## src/rtl/serial_deserializer_if.sv

```systemverilog
// Stream/handshake bundle for serial_deserializer: serial bit input side plus the
// valid/ready word output side.
interface serial_deserializer_if #(
    parameter int unsigned WIDTH = 8
);
    logic             sin;
    logic             sin_vld;
    logic             start;
    logic             dout_rdy;
    logic             clr_err;
    logic [WIDTH-1:0] dout;
    logic             dout_vld;
    logic             busy;
    logic             ovf;

    modport master (
        output sin, sin_vld, start, dout_rdy, clr_err,
        input  dout, dout_vld, busy, ovf
    );

    modport slave (
        input  sin, sin_vld, start, dout_rdy, clr_err,
        output dout, dout_vld, busy, ovf
    );
endinterface

```

## src/rtl/serial_deserializer.sv

```systemverilog
// Serial-in/parallel-out capture stage: start-armed frames of WIDTH bits are shifted in
// and handed to a valid/ready holding register with sticky overrun detection.
module serial_deserializer #(
    parameter int unsigned WIDTH     = 8,
    parameter bit          MSB_FIRST = 1'b1
) (
    input logic                 CP,
    input logic                 rst,
    serial_deserializer_if.slave bus
);
    localparam int unsigned CntW = (WIDTH > 2) ? $clog2(WIDTH) : 1;
    localparam logic [CntW-1:0] LastCnt = CntW'(WIDTH - 1);

    typedef enum logic [0:0] {StIdle, StShift} state_t;

    state_t           state_q;
    logic [CntW-1:0]  cnt_q;
    logic [WIDTH-1:0] sreg_q;
    logic [WIDTH-1:0] dout_q;
    logic             dout_vld_q;
    logic             busy_q;
    logic             ovf_q;

    logic [WIDTH-1:0] sreg_shift;
    logic             hold_free;

    always_comb begin
        sreg_shift = '0;
        if (MSB_FIRST) begin
            sreg_shift = {sreg_q[WIDTH-2:0], bus.sin};
        end else begin
            sreg_shift = {bus.sin, sreg_q[WIDTH-1:1]};
        end
    end

    // The holding register can take a new word if empty or being drained on this edge.
    assign hold_free = !dout_vld_q || bus.dout_rdy;

    always_ff @(posedge CP) begin
        if (rst) begin
            state_q    <= StIdle;
            cnt_q      <= '0;
            sreg_q     <= '0;
            dout_q     <= '0;
            dout_vld_q <= 1'b0;
            busy_q     <= 1'b0;
            ovf_q      <= 1'b0;
        end else begin
            if (dout_vld_q && bus.dout_rdy) begin
                dout_vld_q <= 1'b0;
            end
            if (bus.clr_err) begin
                ovf_q <= 1'b0;
            end
            unique case (state_q)
                StIdle: begin
                    if (bus.start) begin
                        state_q <= StShift;
                        busy_q  <= 1'b1;
                        cnt_q   <= '0;
                        sreg_q  <= '0;
                    end
                end
                StShift: begin
                    if (bus.start) begin
                        cnt_q  <= '0;
                        sreg_q <= '0;
                    end else if (bus.sin_vld) begin
                        sreg_q <= sreg_shift;
                        if (cnt_q == LastCnt) begin
                            cnt_q   <= '0;
                            state_q <= StIdle;
                            busy_q  <= 1'b0;
                            // Later assignments win, so a load overrides the drain above
                            // and an overrun overrides clr_err.
                            if (hold_free) begin
                                dout_q     <= sreg_shift;
                                dout_vld_q <= 1'b1;
                            end else begin
                                ovf_q <= 1'b1;
                            end
                        end else begin
                            cnt_q <= cnt_q + CntW'(1);
                        end
                    end
                end
                default: state_q <= StIdle;
            endcase
        end
    end

    assign bus.dout     = dout_q;
    assign bus.dout_vld = dout_vld_q;
    assign bus.busy     = busy_q;
    assign bus.ovf      = ovf_q;
endmodule

```

## src/flat_wrapper.sv

```systemverilog
// flat-port wrapper written by rule: the top's interface ports become plain ports
module serial_deserializer_flat 
#(
    parameter int unsigned WIDTH     = 8,
    parameter bit          MSB_FIRST = 1'b1
)
  (CP, rst, bus_sin, bus_sin_vld, bus_start, bus_dout_rdy, bus_clr_err, bus_dout, bus_dout_vld, bus_busy, bus_ovf);
  serial_deserializer_if #(.WIDTH(WIDTH)) bus_i ();
  input logic CP;
  input logic rst;
  input wire logic [$bits(bus_i.sin)-1:0] bus_sin;
  input wire logic [$bits(bus_i.sin_vld)-1:0] bus_sin_vld;
  input wire logic [$bits(bus_i.start)-1:0] bus_start;
  input wire logic [$bits(bus_i.dout_rdy)-1:0] bus_dout_rdy;
  input wire logic [$bits(bus_i.clr_err)-1:0] bus_clr_err;
  output wire logic [$bits(bus_i.dout)-1:0] bus_dout;
  output wire logic [$bits(bus_i.dout_vld)-1:0] bus_dout_vld;
  output wire logic [$bits(bus_i.busy)-1:0] bus_busy;
  output wire logic [$bits(bus_i.ovf)-1:0] bus_ovf;
  assign bus_i.sin = bus_sin;
  assign bus_i.sin_vld = bus_sin_vld;
  assign bus_i.start = bus_start;
  assign bus_i.dout_rdy = bus_dout_rdy;
  assign bus_i.clr_err = bus_clr_err;
  assign bus_dout = bus_i.dout;
  assign bus_dout_vld = bus_i.dout_vld;
  assign bus_busy = bus_i.busy;
  assign bus_ovf = bus_i.ovf;
  serial_deserializer #(.WIDTH(WIDTH), .MSB_FIRST(MSB_FIRST)) u_core (.CP(CP), .rst(rst), .bus(bus_i));
endmodule
```

## config.mk

```make
export PLATFORM = sky130hd
export DESIGN_NAME = serial_deserializer_flat
export DESIGN_NICKNAME = d
export VERILOG_FILES = /design/src/rtl/serial_deserializer_if.sv /design/src/rtl/serial_deserializer.sv /design/src/flat_wrapper.sv
export SDC_FILE = /design/constraint.sdc
export NUM_CORES = 1
export LEC_CHECK = 0
export ABC_AREA = 1
export BUFFER_PORTS_ARGS = -buffer_cell sky130_fd_sc_hd__buf_2
export CORE_ASPECT_RATIO = 1.25
export CORE_MARGIN = 10
export CORE_UTILIZATION = 50
export CTS_CLUSTER_DIAMETER = 150
export CTS_CLUSTER_SIZE = 30
export DETAILED_ROUTE_END_ITERATION = 10
export GPL_TIMING_DRIVEN = 0
export PLACE_DENSITY_LB_ADDON = 0.12
export SYNTH_ARGS = -nofsm -noshare
export SYNTH_HDL_FRONTEND = slang
export SYNTH_SLANG_ARGS = --single-unit
```

## constraint.sdc

```tcl
create_clock -name CP -period 2.8 [get_ports CP]
set_clock_uncertainty 0.15 [all_clocks]
set_input_delay 0.42 -clock CP [delete_from_list [all_inputs] [get_ports CP]]
set_output_delay 0.42 -clock CP [all_outputs]
set_load 0.05 [all_outputs]
```

* Word level (Yosys, flattened, before mapping) *
Cells that the tools add are included.

word-level totals
  logic and storage cells = 53
  bits of input ports = 7
  output and inout port bits = 11
  bits in registers = 22

cells by class
  add/sub/neg operators = 1
  mux-type cells = 31
  eq/ne operators = 6
  bitwise gates (word level) = 2
  reductions and logical operators = 6

operators by type and width
  cell                                         count
  two-way mux 7 bit                            3
  two-way mux 1 bit                            20
  one-hot mux 7 bit (2 select lines)           1
  two-way mux 3 bit                            4
  != test 2 bit, second input constant         4
  one-hot mux 3 bit (2 select lines)           1
  AND reduction 5 bit                          1
  one-hot mux 1 bit (2 select lines)           2
  AND reduction 4 bit                          1
  adder 3 x 1 -> 3 bit, second input constant  1
  == test 3 bit, second input constant         1
  != test 3 bit, second input constant         1
  NOT 1 bit                                    2
  AND reduction 2 bit                          1
  logical AND 1 bit                            1
  logical NOT 1 bit                            1
  logical OR 1 bit                             1

* Logic depth before layout (Yosys ltp) *
Gate-level depths: netlist of the first run.

  word-level depth = 7
  gate-level depth with buffers = 6
  mapped depth without buffers = 6

* Least setup slack after synthesis of the first run *
Ideal clock, no wire load.

  path kind = register -> register
  from = reg u_core.dout_vld_q (netlist: u_core.bus.dout_vld)
  to = reg u_core.dout_q[0] (netlist: u_core.bus.dout[0])
  slack = 1388 ps
  data arrival time = 1147 ps
  stages on the path, launching flop included = 6
  required time = 2536 ps
  path buffers = 0
  library setup time = 114 ps
  clock period less this slack = 1412 ps
  path through = dfxtp_1 nand2_2 inv_1 nor2_4 nor2_1 nor2_1

on the way
  longest elaborated chain between the ends = 3

ends and longest elaborated chain
  element                        line                       RTL
  start, declared                serial_deserializer.sv:20  logic dout_vld_q;
  start signal, assigned         serial_deserializer.sv:45  dout_vld_q <= 1'b0;
  start signal, assigned         serial_deserializer.sv:50  dout_vld_q <= 1'b0;
  start signal, assigned         serial_deserializer.sv:78  dout_vld_q <= 1'b1;
  logical NOT 1 bit              serial_deserializer.sv:37  assign hold_free = !dout_vld_q || bus.dout_rdy;
  logical OR 1 bit               serial_deserializer.sv:37
  AND reduction 5 bit (no line)  n/a
  end signal, assigned           serial_deserializer.sv:77  dout_q <= sreg_shift;
  end, declared                  serial_deserializer.sv:19  logic [WIDTH-1:0] dout_q;

No other way between the ends.
A chain may end at the register's enable or synchronous reset.

* Final worst setup path of the first run *
  from = reg u_core.cnt_q[0]
  to = reg u_core.dout_q[3] (netlist: u_core.bus.dout[3])

on the way
  longest elaborated chain between the ends = 2

ends and longest elaborated chain
  element                        line                       RTL
  start, declared                serial_deserializer.sv:17  logic [CntW-1:0] cnt_q;
  start signal, assigned         serial_deserializer.sv:83  cnt_q <= cnt_q + CntW'(1);
  == test 3 bit                  serial_deserializer.sv:70  if (cnt_q == LastCnt) begin
  AND reduction 5 bit (no line)  n/a

No other way between the ends.

==> results of run 1 <==
[cells in the final DEF, fill, tap and decap left out]
| cell | Yosys | final |
|---|---|---|
| a21oi_1 | 13 | 13 |
| a31oi_1 | 1 | 1 |
| buf_2 | 1 | 18 |
| buf_6 | 1 | 1 |
| bufinv_16 | 0 | 1 |
| clkbuf_1 | 2 | 2 |
| clkbuf_4 | 0 | 3 |
| dfxtp_1 | 22 | 22 |
| ha_1 | 3 | 3 |
| inv_1 | 15 | 15 |
| nand2_1 | 23 | 23 |
| nand2_2 | 2 | 2 |
| nand3_1 | 2 | 2 |
| nand4_1 | 9 | 9 |
| nor2_1 | 19 | 19 |
| nor2_2 | 1 | 1 |
| nor2_4 | 2 | 2 |
| o21ai_0 | 5 | 5 |
[worst max-delay path by stage]
stage / to / slack (ps) / cells past startpoint
finish: u_core.bus.dout[3] / 1290 / 6
global route: u_core.bus.dout[0] / 1130 / 6
CTS: u_core.bus.dout[3] / 1270 / 6
detailed placement: u_core.bus.dout[3] / 1300 / 6
global placement: u_core.bus.dout[2] / 1320 / 6
floorplan: u_core.bus.dout[0] / 1390 / 5
[power breakdown]
group	leakage (µW)	internal, µW	total [µW]	switching, µW
Clock	0.0000279	145	243	98.0
Sequential	0.000178	317	320	2.91
Combinational	0.000280	11.7	36.4	24.6
Total	0.000486	474	599	126
[flip-flops by register name, summed over array words and instances (netlist names)]
name,flops
u_core.sreg_q,7
u_core.bus.dout,8
u_core.bus.ovf,1
u_core.state_q,1
u_core.bus.dout_vld,1
u_core.cnt_q,3
u_core.bus.busy,1
[stage by stage]
step | worst slack [ps] | hold WS, ps | utilization [%]
after floorplan | 1388 | 289.1 | -
after CTS | 1270 | 176.3 | 61.23
after global placement | 1316 | 298.8 | 58.26
after detailed placement | 1298 | 308.8 | 58.26
after global routing | 1130 | 178.3 | 61.23
final | 1294 | 190.0 | 61.23
[layer usage]
metal / GRT usage (%) / routed length, µm
met1: 9.287 / 744
met2: 16.89 / 946
met3: 3.333 / 101
met4: 9.118 / 56
met5: 0 / 0
[layout make-up]
class	count	area, µm²
Tap cell	19	23.77
Clock buffer	3	22.52
Sequential cell	22	440.4
Buffer	4	23.77
Clock inverter	1	30.03
Inverter	15	56.30
Timing Repair Buffer	17	85.08
Fill cell	174	684.4
Multi-Input combinational cell	80	399.1
[cells by family (layout without fill, tap and decap cells)]
| logic type | count (synthesis) | in the layout |
|---|---|---|
| DFF | 22 | 22 |
| AOI/OAI and AO/OA | 19 | 19 |
| buffers and inverters | 19 | 40 |
| adders and majority gates | 3 | 3 |
| and+or+nand+nor | 58 | 58 |
==> metrics.txt, run 1 <==
nets=roughly 150; sequential area share after synthesis=47.89%; non-filler cells in the finished layout=161; placed cells=157; Crit. Startpoint=u_core.cnt_q[0]; Pwr Density=554.1 nW/µm²; Worst Hold Class=input pin to flip-flop; CP top delay family=simple AND/OR/NAND/NOR gates; worst hold endpoint=u_core.state_q; Overall Global Routing Usage=9.943%; asr flop ratio synth=0%; Synth Area in XOR/XNOR=0%; cts bufs inserted=3; Die Width=slightly below 60 µm; CP arrival=1620 ps; RD Place Congestion=0.7353; leading area contributor after synthesis=dfxtp_1; Die Ht=67.95 µm; Setup TNS Final=0 ps; Max Cap Viol=0; Cell variety after synth=16; hold violation total from the final report=0; Slew HR=71.03%; clock sink total=22; IO Pins=18; initial antenna violation count=0; global-route wire length before repair=3.049 mm; top cells by area, synth=dfxtp_1, nand2_1, nor2_1, a21oi_1, inv_1; Synth Instances=between 100 and 150; Synth top cells by count=nand2_1, dfxtp_1, nor2_1; main combinational cell family by area after synthesis=simple AND/OR/NAND/NOR gates; FMAX=663.8 MHz; Req. time, crit path=2910 ps; routed len/inst=around 11 µm; Tmin final=~1500 ps; min-delay src=bus_sin_vld; Compound-Gate Fraction of Synth Area=10.48%; DRT iter0 DRCs=17; period utilisation layout=53.80%; htree depth=1; Max FO, Critical Path=8; CTS Hold Bufs=0; CP endpoint kind=flip-flop; Avg Inst Size Synth=7.600 µm²; grt ovf=0; I/O Buffers=17; Final Slew Violations=0; Critical Path Source Type=flip-flop; CTS tree=done; Slowest cell on crit path=dfxtp_1; register bit total from synthesis=22; RSZ-0062 raised after global routing=no; Site Rows=17; overall routed net length=1.849 mm; status=finished, final reports clean; Initial Util=52.09%; vias in the first global route=731; Detail Placement HPWL=between 1 and 1.5 mm; multiplexer share of the synthesized area=0%; drt drc=0; syn_nets=roughly 130; RR Endpoint=u_core.bus.dout[3]; cell area after synthesis=919.6 µm²; number of synthesized flops with an enable pin=0; antenna diode count=0; ANT nets after route=0; reg-to-reg setup timing slack=1290 ps; Die Footprint=3966 µm²; synth warn=0; Worst-Skew Late Latency=approximately 310 ps; final setup fails=0; most frequent cell after synthesis=nand2_1; share of cells above drive strength 1=slightly below 20%; total core area=roughly 1800 µm²; DR vias/cell=between 5 and 6; clock root cell=clkbuf_4; type of the worst setup path=flip-flop to flip-flop; Worst-Margin Slew=434.6 ps; largest net degree at the start of global routing=14; crit path cell chain=ha_1 -> ha_1 -> nand4_1 -> nor2_4 -> nor2_1 -> nor2_1; fin area=1081 µm²; RR Startpoint=u_core.cnt_q[0]; cell area after placement=1028 µm²; Pleak=between 0.0004 and 0.0005 µW; Simple-Gate Fraction of Synth Area=28.84%; clock-pin slew on the worst setup and hold paths=120 ps; detailed-route via count=830; Min-Delay Path Depth=2; CP Buf/Inv Count=0; total power=between 500 and 600 µW; Reg2Reg Depth=6; post-synthesis adder-cell area fraction=4.082%; clock tree buffer depth=2; Post-synth top flop=dfxtp_1; CP max stage delay=~380 ps; postcts setup bufs=0; post_cts resized=0; First-pass DRT Iterations=4; P&R area growth vs syn=17.55%; area share of the largest cell type after synthesis=roughly 48%; maximum vdd drop=316.3 µV
No activity file was read; power rests on OpenSTA's default activity.
==> run 2: changes to the inputs <==
==> constraint.sdc (replaced) <==
create_clock -name CP -period 1.6 [get_ports CP]
set_clock_uncertainty 0.15 [all_clocks]
set_input_delay 0.24 -clock CP [delete_from_list [all_inputs] [get_ports CP]]
set_output_delay 0.24 -clock CP [all_outputs]
set_load 0.05 [all_outputs]
==> metrics.txt, run 2 (synthesis results as in run 1) <==
most frequent cells in the layout=nand2_1, dfxtp_1, nor2_1, buf_2, inv_1; overall routed net length=1.863 mm; antenna diode count=0; type of the worst setup path=input pin to flip-flop; Setup TNS Final=0 ps; clock-pin slew on the worst setup and hold paths=120 ps; total core area=1765 µm²; commonest non-fill, non-tap cell in the layout=nand2_1; hold violation total from the final report=0; final setup fails=0; detailed-route via count=824; maximum vdd drop=between 500 and 600 µV; largest net degree at the start of global routing=14; I/O Buffers=17; share of cells above drive strength 1=between 20% and 30%; vias in the first global route=roughly 730; DR vias/cell=5.055; CP top delay family=buffers and inverters; grt ovf=0; CP arrival=1600 ps; clock sink total=22; DRT iter0 DRCs=23; RSZ-0062 raised after global routing=yes; clock root cell=clkbuf_4; CP endpoint kind=flip-flop; combined area of the multi-input logic cells=406.6 µm²; nets=155; Pwr Density=between 900 and 1000 nW/µm²; routed len/inst=11.43 µm; Die Ht=a little under 70 µm; Die Width=58.36 µm; status=finished, final reports clean; htree depth=1; period utilisation layout=93.70%; Slew HR=71.93%; P&R area growth vs syn=20.54%; Tmin final=between 1000 and 1500 ps; fin area=1109 µm²; IO Pins=18; Overall Global Routing Usage=9.981%; Pleak=~0.00049 µW; drt drc=0; CP max stage delay=530 ps; Fillers=171; Critical Path Source Type=input pin; Worst Hold Class=input pin to flip-flop; crit path cell chain=dlygate4sd3_1 -> buf_2 -> nand2_2 -> inv_1 -> nor2_2 -> nand2_1 -> a21oi_1; Detail Placement HPWL=~1.4 mm; Initial Util=between 50 and 60%; Worst-Margin Slew=roughly 420 ps; global-route wire length before repair=approximately 3.1 mm; CTS tree=done; cell area after placement=1028 µm²; clock tree buffer depth=2; register area=442.9 µm²; Slowest cell on crit path=dlygate4sd3_1; initial antenna violation count=0; ANT nets after route=0; Final Core Density=62.79%; Max Cap Viol=0; Die Footprint=3966 µm²; RD Place Congestion=0.7353; Req. time, crit path=1700 ps; Final Slew Violations=0; max FFs per register=8; Worst-Skew Late Latency=~310 ps; FMAX=approximately 670 MHz; CP Buf/Inv Count=3; First-pass DRT Iterations=4; Site Rows=17; cts bufs inserted=3; Max FO, Critical Path=7
[run 2: cell types whose count changed in the layout (fill, tap and decap cells not counted)]
cell	delta
buf_4	+1
dfxtp_2	+2
nor2_1	-1
nor2_2	+1
dfxtp_1	-2
ha_1	-2
dlygate4sd3_1	+1
ha_2	+2
[run 2: tightest hold or removal path, stage by stage]
cell and delay [ps]:
buf_2 70, inv_1 30, nand2_1 40, a21oi_1 60
[run 2: where the power goes]
part | internal, µW | switching (µW) | leakage (µW)
clock network | 254 | 171 | 0.0000279
logic | 22.1 | 43.3 | 0.000283
registers | 555 | 4.99 | 0.000179
[run 2: path summary, 6_finish.rpt]
path / startpoint / to / slack (ps) / depth (start not counted)
max: bus_sin_vld / u_core.sreg_q[0] / 100 / 7
min: bus_clr_err / u_core.bus.ovf / 10 / 4
max reg2reg: u_core.cnt_q[0] / u_core.bus.dout[3] / 100 / 6
min reg2reg: u_core.bus.ovf / u_core.bus.ovf / 320 / 2
[run 2: final cells by class]
cell class / instances / area share, %
clock inverters: 1 / 2.709
multi-input cells: 80 / 36.68
clock buffers: 3 / 2.032
plain buffers: 4 / 2.144
flip-flops and latches: 22 / 39.95
inverters: 15 / 5.079
well taps: 19 / 2.144
repair buffers: 19 / 9.255
[run 2: layer usage]
| layer | share of wire, % | GRT usage (%) | vias to the layer above |
|---|---|---|---|
| met5 | 0 | 0 | - |
| met4 | 3.0 | 9.118 | 0 |
| met3 | 5.5 | 3.333 | 5 |
| met2 | 50 | 16.89 | 13 |
| met1 | 41 | 9.395 | 372 |
| li1 | - | - | 434 |
[run 2: per-stage QoR]
| step | setup WS (ps) | instances | total power (µW) | hold slack (ps) |
|---|---|---|---|---|
| 3_5_place_dp | 98.40 | 157 | 635.7 | 308.8 |
| 5_1_grt | -7.936 | 163 | 1093 | 3.354 |
| 2_1_floorplan | 188.5 | 121 | 613.4 | 197.3 |
| 4_1_cts | 70.31 | 162 | 1065 | 0.9499 |
| 3_3_place_gp | 116.0 | 157 | 634.1 | 298.8 |
| 6_report | 100.7 | 163 | 1050 | 12.89 |
[run 2: what timing repair did]
action / in CTS / in global routing
hold buffers: 1 / 0
hold endpoints to repair: 1 / 0
endpoints found under the setup margin: 0 / 8
buffers inserted: 0 / 1
resized for setup: 0 / 5
==> run 3: changes to the inputs <==
--- a/config.mk
+++ b/config.mk
@@ -14,7 +14,7 @@
 export CTS_CLUSTER_SIZE = 30
 export DETAILED_ROUTE_END_ITERATION = 10
 export GPL_TIMING_DRIVEN = 0
-export PLACE_DENSITY_LB_ADDON = 0.12
+export PLACE_DENSITY = 0.77
 export SYNTH_ARGS = -nofsm -noshare
 export SYNTH_HDL_FRONTEND = slang
 export SYNTH_SLANG_ARGS = --single-unit
==> metrics.txt, run 3 (synthesis results as in run 1) <==
Pwr Density=849.2 nW/µm²; htree depth=1; Reg2Reg Depth=6; CP endpoint kind=flip-flop; P&R area growth vs syn=17.69%; Final Slew Violations=0; Req. time, crit path=roughly 1700 ps; Initial Util=52.09%; Tmin final=1477 ps; cell area after placement=1028 µm²; IO Pins=18; drt drc=0; Worst-Margin Slew=~440 ps; register area=442.9 µm²; commonest non-fill, non-tap cell in the layout=nand2_1; Overall Global Routing Usage=9.353%; detailed-route via count=797; clock tree buffer depth=2; routed len/inst=11.09 µm; Worst-Skew Late Latency=300 ps; postcts setup bufs=0; RD Place Congestion=0.7278; maximum vdd drop=820.2 µV; Worst Hold Class=input pin to flip-flop; hold violation total from the final report=0; RSZ-0062 raised after global routing=no; Die Footprint=3966 µm²; initial antenna violation count=0; Critical Path Source Type=flip-flop; Fillers=175; Detail Placement HPWL=1.388 mm; RR Endpoint=u_core.bus.dout[4]; global-route wire length before repair=~3.1 mm; Slowest cell on crit path=dfxtp_2; CP arrival=1570 ps; overall routed net length=between 1.5 and 2 mm; worst setup margin=123.4 ps; clock root cell=clkbuf_4; Setup TNS Final=0 ps; type of the worst setup path=flip-flop to flip-flop; share of cells above drive strength 1=22.54%; DR vias/cell=4.950; most used cell, CP=nor2_1; CP max stage delay=380 ps; Site Rows=17; Final Core Density=between 60% and 70%; Die Ht=67.95 µm; RR Startpoint=u_core.cnt_q[0]; clock sink total=22; final setup fails=0; largest net degree at the start of global routing=13; cts bufs inserted=3; most frequent cells in the layout=nand2_1, dfxtp_1, nor2_1; I/O Buffers=17; clock-pin slew on the worst setup and hold paths=~120 ps; Max FO, Critical Path=8; status=finished, final reports clean; total core area=1765 µm²; grt ovf=0; CP Buf/Inv Count=0; non-filler cells in the finished layout=161; Worst Setup EP=u_core.bus.dout[4]; First-pass DRT Iterations=3; DRT iter0 DRCs=13; nets=about 150; fin area=~1100 µm²; FMAX=677.2 MHz; max FFs per register=8; vias in the first global route=729; Die Width=58.36 µm; reg-to-reg setup timing slack=120 ps; post-place setup slack=48.73 ps; period utilisation layout=92.29%; CP top delay family=simple AND/OR/NAND/NOR gates; placed cells=between 150 and 200; Max Cap Viol=0; antenna diode count=0; Slew HR=70.83%; CTS tree=done; crit path cell chain=ha_4 -> ha_2 -> nand4_1 -> nor2_4 -> nor2_1 -> nor2_1; Crit path depth=6; Pleak=0.0004770 µW; combined area of the multi-input logic cells=414.1 µm²; Crit. Startpoint=u_core.cnt_q[0]; ANT nets after route=0
==> run 3: report_power, final <==
part | leakage, µW | internal (µW) | total [µW] | switching [µW]
clock network | 0.0000210 | 139 | 296 | 157
registers | 0.000179 | 555 | 560 | 5.16
logic | 0.000277 | 20.7 | 63.2 | 42.5
total | 0.000477 | 714 | 919 | 205
==> run 3: stage by stage <==
stage	hold slack (ps)	total power, µW
after global placement	300.5	633.4
after floorplan	197.3	613.4
after global routing	14.62	966.7
after detailed placement	308.1	634.8
after CTS	3.723	930.7
final	10.26	919.1
==> run 3: worst min path at each step <==
stage                           startpoint  depth (start not counted)                to  slack, ps
after floorplan                bus_sin_vld                          1    u_core.state_q        200
after global placement    u_core.sreg_q[3]                          2  u_core.sreg_q[3]        300
after detailed placement    u_core.bus.ovf                          2    u_core.bus.ovf        310
after CTS                      bus_sin_vld                          2    u_core.state_q          4
after global routing           bus_sin_vld                          2    u_core.state_q         10
final                          bus_sin_vld                          2    u_core.state_q         10
==> run 3: area by class of cell <==
class                           instances  share of cell area, %
Buffer                                  4                  2.197
Inverter                               15                  5.202
Timing Repair Buffer                   17                  7.861
Sequential cell                        22                  40.92
Clock buffer                            4                  3.353
Tap cell                               19                  2.197
Multi-Input combinational cell         80                  38.27
==> run 3: repair_timing <==
action / in CTS / in global routing
resized for setup: 0 / 5
setup endpoints to repair: 0 / 8
hold endpoints to repair: 0 / 0
hold buffers: 0 / 0
==> run 3: layer usage <==
layer	part of all wire, %	GRT usage, %	up-vias
li1	-	-	430
met1	42	10.52	357
met2	53	16.49	8
met3	4.0	2.963	2
met4	0.34	2.647	0
met5	0	0	-
